[src/rtl/pong_match_ctrl_pkg.sv]
// Shared Pong constants: match states, UART command bytes, winner codes
// and a saturating score helper used by the match controller.
package pong_match_ctrl_pkg;

  typedef enum logic [2:0] {
    ST_IDLE  = 3'd0,
    ST_SERVE = 3'd1,
    ST_PLAY  = 3'd2,
    ST_POINT = 3'd3,
    ST_PAUSE = 3'd4,
    ST_OVER  = 3'd5
  } match_state_t;

  localparam logic [7:0] CMD_START = 8'h53;
  localparam logic [7:0] CMD_RESET = 8'h52;
  localparam logic [7:0] CMD_PAUSE = 8'h50;

  localparam logic [1:0] WINNER_NONE = 2'b00;
  localparam logic [1:0] WINNER_P1   = 2'b01;
  localparam logic [1:0] WINNER_P2   = 2'b10;

  // Adds one point but never goes past the winning score, so a score can
  // neither overshoot the limit nor wrap back to zero.
  function automatic logic [3:0] score_inc(input logic [3:0] score,
                                           input logic [3:0] limit);
    return (score < limit) ? score + 4'd1 : score;
  endfunction

endpackage

[src/rtl/pong_match_ctrl_frame_tick.sv]
// Frame tick generator: one-cycle pulse on each falling edge of VSync,
// i.e. at the end of every frame's active region.
module Pong_Frame_Tick
  import pong_match_ctrl_pkg::*;
(
  input  logic i_Clk,
  input  logic i_Rst_L,
  input  logic i_VSync,
  output logic o_Tick
);

  logic vsync_q;

  // Keep last cycle's VSync; resetting it low means no tick right after reset.
  always_ff @(posedge i_Clk or negedge i_Rst_L) begin
    if (!i_Rst_L) begin
      vsync_q <= 1'b0;
    end else begin
      vsync_q <= i_VSync;
    end
  end

  assign o_Tick = vsync_q & ~i_VSync;

endmodule

[src/rtl/pong_match_ctrl.sv]
// Pong match controller: sequences serve / play / point / pause / game-over,
// keeps both scores, picks the serve direction and declares the winner.
// All outputs come straight from registers.
module pong_match_ctrl
  import pong_match_ctrl_pkg::*;
#(
  parameter int WIN_SCORE    = 9,
  parameter int SERVE_FRAMES = 60,
  parameter int POINT_FRAMES = 120
) (
  input  logic       i_Clk,
  input  logic       i_Rst_L,
  input  logic       i_RX_DV,
  input  logic [7:0] i_RX_Byte,
  input  logic       i_VSync,
  input  logic       i_P1_Miss,
  input  logic       i_P2_Miss,
  output logic       o_Game_Active,
  output logic       o_Ball_Reset,
  output logic       o_Serve_Dir,
  output logic [3:0] o_P1_Score,
  output logic [3:0] o_P2_Score,
  output logic [1:0] o_Winner,
  output logic [2:0] o_State
);

  // The frame counter must reach the longer of the two waits without wrapping.
  localparam int CNT_MAX = (SERVE_FRAMES > POINT_FRAMES) ? SERVE_FRAMES : POINT_FRAMES;
  localparam int CNT_W   = $clog2(CNT_MAX + 1);

  localparam logic [CNT_W-1:0] SERVE_LAST = CNT_W'(SERVE_FRAMES - 1);
  localparam logic [CNT_W-1:0] POINT_LAST = CNT_W'(POINT_FRAMES - 1);
  localparam logic [3:0]       WIN_Q      = 4'(WIN_SCORE);

  match_state_t     state_q, state_d;
  logic [3:0]       p1_q, p1_d;
  logic [3:0]       p2_q, p2_d;
  logic [1:0]       winner_q, winner_d;
  logic             serve_dir_q, serve_dir_d;
  logic [CNT_W-1:0] cnt_q, cnt_d;
  logic             game_active_q, game_active_d;
  logic             ball_reset_q, ball_reset_d;
  logic             armed_q;

  logic             frame_tick;
  logic             cmd_valid;
  logic             cmd_start;
  logic             cmd_reset;
  logic             cmd_pause;
  logic [3:0]       p1_inc;
  logic [3:0]       p2_inc;

  Pong_Frame_Tick u_frame_tick (
    .i_Clk   (i_Clk),
    .i_Rst_L (i_Rst_L),
    .i_VSync (i_VSync),
    .o_Tick  (frame_tick)
  );

  // armed_q stays low for the first cycle after reset release, so a byte
  // arriving in that cycle is dropped rather than acted on.
  assign cmd_valid = i_RX_DV & armed_q;
  assign cmd_start = cmd_valid && (i_RX_Byte == CMD_START);
  assign cmd_reset = cmd_valid && (i_RX_Byte == CMD_RESET);
  assign cmd_pause = cmd_valid && (i_RX_Byte == CMD_PAUSE);

  assign p1_inc = score_inc(p1_q, WIN_Q);
  assign p2_inc = score_inc(p2_q, WIN_Q);

  // State, score and output registers; reset puts the match in IDLE with the ball held.
  always_ff @(posedge i_Clk or negedge i_Rst_L) begin
    if (!i_Rst_L) begin
      state_q       <= ST_IDLE;
      p1_q          <= 4'd0;
      p2_q          <= 4'd0;
      winner_q      <= WINNER_NONE;
      serve_dir_q   <= 1'b1;
      cnt_q         <= '0;
      game_active_q <= 1'b0;
      ball_reset_q  <= 1'b1;
      armed_q       <= 1'b0;
    end else begin
      state_q       <= state_d;
      p1_q          <= p1_d;
      p2_q          <= p2_d;
      winner_q      <= winner_d;
      serve_dir_q   <= serve_dir_d;
      cnt_q         <= cnt_d;
      game_active_q <= game_active_d;
      ball_reset_q  <= ball_reset_d;
      armed_q       <= 1'b1;
    end
  end

  // Next-state and next-output logic; 'R' overrides everything, including a miss.
  always_comb begin
    state_d       = state_q;
    p1_d          = p1_q;
    p2_d          = p2_q;
    winner_d      = winner_q;
    serve_dir_d   = serve_dir_q;
    cnt_d         = cnt_q;
    game_active_d = 1'b0;
    ball_reset_d  = 1'b1;

    if (cmd_reset) begin
      state_d  = ST_IDLE;
      p1_d     = 4'd0;
      p2_d     = 4'd0;
      winner_d = WINNER_NONE;
      cnt_d    = '0;
    end else begin
      case (state_q)
        ST_IDLE, ST_OVER: begin
          if (cmd_start) begin
            state_d     = ST_SERVE;
            p1_d        = 4'd0;
            p2_d        = 4'd0;
            winner_d    = WINNER_NONE;
            serve_dir_d = 1'b1;
            cnt_d       = '0;
          end
        end

        ST_SERVE: begin
          if (frame_tick) begin
            if (cnt_q == SERVE_LAST) begin
              state_d = ST_PLAY;
              cnt_d   = '0;
            end else begin
              cnt_d = cnt_q + 1'b1;
            end
          end
        end

        ST_PLAY: begin
          if (i_P1_Miss && i_P2_Miss) begin
            state_d = ST_SERVE;
            cnt_d   = '0;
          end else if (i_P1_Miss) begin
            p2_d        = p2_inc;
            serve_dir_d = 1'b0;
            cnt_d       = '0;
            if (p2_inc == WIN_Q) begin
              state_d  = ST_OVER;
              winner_d = WINNER_P2;
            end else begin
              state_d = ST_POINT;
            end
          end else if (i_P2_Miss) begin
            p1_d        = p1_inc;
            serve_dir_d = 1'b1;
            cnt_d       = '0;
            if (p1_inc == WIN_Q) begin
              state_d  = ST_OVER;
              winner_d = WINNER_P1;
            end else begin
              state_d = ST_POINT;
            end
          end else if (cmd_pause) begin
            state_d = ST_PAUSE;
          end
        end

        ST_POINT: begin
          if (frame_tick) begin
            if (cnt_q == POINT_LAST) begin
              state_d = ST_SERVE;
              cnt_d   = '0;
            end else begin
              cnt_d = cnt_q + 1'b1;
            end
          end
        end

        ST_PAUSE: begin
          if (cmd_pause) begin
            state_d = ST_PLAY;
          end
        end

        default: begin
          state_d = ST_IDLE;
          cnt_d   = '0;
        end
      endcase
    end

    game_active_d = (state_d == ST_PLAY);
    ball_reset_d  = (state_d == ST_IDLE) || (state_d == ST_SERVE) ||
                    (state_d == ST_POINT) || (state_d == ST_OVER);
  end

  assign o_Game_Active = game_active_q;
  assign o_Ball_Reset  = ball_reset_q;
  assign o_Serve_Dir   = serve_dir_q;
  assign o_P1_Score    = p1_q;
  assign o_P2_Score    = p2_q;
  assign o_Winner      = winner_q;
  assign o_State       = state_q;

endmodule

[config.mk]
export PLATFORM = sky130hd
export DESIGN_NAME = pong_match_ctrl
export DESIGN_NICKNAME = d
export VERILOG_FILES = /design/src/rtl/pong_match_ctrl_pkg.sv /design/src/rtl/pong_match_ctrl_frame_tick.sv /design/src/rtl/pong_match_ctrl.sv
export SDC_FILE = /design/constraint.sdc
export NUM_CORES = 1
export LEC_CHECK = 0
export CAP_MARGIN = 20
export CORE_ASPECT_RATIO = 0.75
export CORE_MARGIN = 2
export CORE_UTILIZATION = 35
export DETAILED_ROUTE_END_ITERATION = 10
export PLACE_DENSITY = 0.63
export SYNTH_ARGS = -nofsm -noshare
export SYNTH_HDL_FRONTEND = slang
export SYNTH_HIERARCHICAL = 1
export SYNTH_SLANG_ARGS = --single-unit
[constraint.sdc]
create_clock -name i_Clk -period 3.3 [get_ports i_Clk]
set_input_delay 0.495 -clock i_Clk [delete_from_list [all_inputs] [get_ports i_Clk]]
set_output_delay 0.495 -clock i_Clk [all_outputs]
set_load 0.01 [all_outputs]
==> metrics.txt <==
Detailed Routing Iterations Pass 1=4; Non-Filler Instances=approximately 290; slowest cell on the critical path=or4b_1; top_reg_cell synth=dfrtp_1; Clock Sinks=25; status=complete, no violations; fill count=between 400 and 500; RSZ-0062 raised after global routing=false; endpoints failing hold=0; fin crit share=about 74%; number of buffers created by CTS=3; vias=roughly 1600; CTS H-tree depth=1; most numerous cell on the critical path=a21oi_1; initial antenna violation count=0; GRT overflow=0; reg2reg path depth=7; Avg WL per Cell=roughly 15 um; Unique masters post-synth=62; cells after synthesis=approximately 200; global-route wire length before repair=about 7000 um; post_cts resized=0; Reg area=628 um^2; largest net degree at the start of global routing=26; placed insts=between 200 and 300; Seq/Total Area, Yosys=around a third; Max Cap Viol=0; pre-CTS setup slack=between 0.7 and 0.8 ns; final setup margin=~0.86 ns; Syn Area/Cell=between 8 and 9 um^2; HP Class=register to register; GPL Wtd Cong=between 0.8 and 0.9; Die Ht=roughly 66 um; Final setup viols=0; Critical R2R Capture=o_Winner[1]; r2r setup slk=0.86 ns; post-detail-place hpwl=roughly 3200 um; layout cells sized above 1=between 10% and 20%; worst slew pin tran=between 0.6 and 0.7 ns; GRT Total Usage=about 15%; asr flop ratio synth=100%; FF+latch count, synth=25; syn_nets=220; Skew-Pair Late Insertion Delay=approximately 0.27 ns; core area=4930 um^2; fin nets=between 200 and 250; drt drc=0; Post-Route WL=~4200 um; Initial Utilization=a little over a third; crit path capture type=register; largest cells by area after synthesis=dfrtp_1 (32%), nand3_1 (3.9%), ha_1 (3.5%), a21oi_1 (3.3%), nand2_1 (3.1%); crit-path max cell delay=0.51 ns; area of the multi-input gates=between 1000 and 1500 um^2; CP Cell Sequence=inv_1, ha_1, or4b_1, a21oi_1, a21oi_1, or3_1, a221oi_2; die span in x=86.9 um; post-CTS setup buffer count=0; row count=22; Worst VDD drop=~140 uV; CP bufs+invs=1; clock-pin slew on the worst setup and hold paths=about 0.09 ns; Leakage=between 0.8 and 0.9 nW; WHS Path Cells=1; Worst slew margin=a little under three fifths; Root Buffer=clkbuf_8; setup tns final=0 ns; pwr dens=approximately 260 nW/um^2; cell area after synthesis=1810 um^2; top-count cell post-synth=dfrtp_1; worst hold path startpoint=o_Serve_Dir; starting DRC count in detailed routing=~140; Hold-fix buffers, CTS=0; top cells by count, synth=dfrtp_1 (23), nand2_1 (15), nand3_1 (14), nor2_1 (14), a21oi_1 (12); I/O pins=30; clock skew=between 0.002 and 0.0025 ns; IO Port Bufs=29; area grow syn2layout=20.6%; critical path arrival=about 2.6 ns; area fraction of the dominant cell type after synthesis=approximately a third; Max Slew Vio Count=0; Max FO, Critical Path=7; EDFF count, synth=0; CTS Buffer Depth=2; DR vias/cell=roughly 5.6; post-layout util=44.2%; FF-to-FF Start=o_P1_Score[0]; CP Class=register to register; Hold Crit Endpoint=o_Serve_Dir; warnings from Yosys=6; Diodes inserted=0; Detail Route Antenna Nets=0; shortest period the worst path allows=roughly 2.4 ns; die area=about 5800 um^2; FMAX=just over 400 MHz; Largest delay share family, worst path=simple AND/OR/NAND/NOR gates; CTS tree=built; Req. time, crit path=between 3 and 4 ns; Critical Path Start Type=register; CP Launch Point=o_P1_Score[0]; vias in the first global route=1392; area leader, netlist=dfrtp_1
-- area by class of cell --
class	instances	area share, %
clock buffer	4	2.07
inverter	9	1.55
multi-input combinational	160	50.1
sequential	25	28.9
tap	60	3.45
timing repair buffer	31	14.0
-- cell usage in the layout (no fill, tap or decap), drive strengths merged, types with 3 or more instances in the layout --
master / instances
clkdlybuf4s50: 29
dfrtp: 23
nand2: 15
a21oi: 15
nor2: 14
nand3: 14
and3: 11
inv: 9
nand2b: 9
o21ai: 8
nor3: 5
a221o: 5
ha: 5
a31oi: 4
clkbuf: 4
and2: 3
o211ai: 3
or3: 3
-- metal layers --
metal / wire [um] / GRT usage [%]
met5: 0 / 0
met4: 0 / 3.52
met1: 2320 / 25.2
met3: 241 / 3.37
met2: 1640 / 20.0
-- registers in the layout (all words and copies together) (netlist names) --
| signal | cells |
|---|---|
| armed_q | 1 |
| cnt_q | 7 |
| o_Ball_Reset | 1 |
| o_Game_Active | 1 |
| o_P1_Score | 4 |
| o_P2_Score | 4 |
| o_Serve_Dir | 1 |
| o_State | 3 |
| o_Winner | 2 |
| u_frame_tick/vsync_q | 1 |
-- power breakdown --
group | switching, mW | leakage (nW) | internal, mW
clock network | 0.0982 | 0.0228 | 0.0865
registers | 0.00426 | 0.331 | 0.312
logic | 0.0318 | 0.542 | 0.0334
-- how the worst max path moves through the flow --
stage,depth (start not counted),end
2_1_floorplan,7,o_Winner[1]
3_3_place_gp,6,cnt_q[6]
3_5_place_dp,6,cnt_q[5]
4_1_cts,7,o_Winner[1]
5_1_grt,7,o_Winner[1]
6_report,7,o_Winner[1]
-- metrics by stage --
stage               cell area [um^2]  total power, mW  hold WS (ns)
floorplan                       1810            0.349         0.199
global placement                2130            0.387         0.518
detailed placement              2130            0.388         0.513
CTS                             2180            0.576         0.535
global route                    2180            0.600         0.546
finish                          2180            0.566         0.531
-- kinds of logic (layout without fill, tap and decap cells) --
logic type                 after synthesis  count (layout)  synth area share [%]
AOI/OAI and AO/OA                       56              56                  22.8
xor gates and xnor gates                 1               1                 0.485
adders and majority gates                5               5                  3.47
buffers and inverters                   16              44                  4.85
DFF                                     25              25                  34.8
muxes                                    2               2                  1.25
other                                    1               1                 0.208
and+or+nand+nor                         95              95                  32.2
-- worst reg2reg max path, delay by kind of cell (launching register included) --
family	cells	cell delay, ns
AOI/OAI and AO/OA	3	0.67
buffers and inverters	1	0.08
and+or+nand+nor	2	0.86
DFF	1	0.43
adders and majority gates	1	0.31
Note: power is estimated with default switching activity, not from simulation.
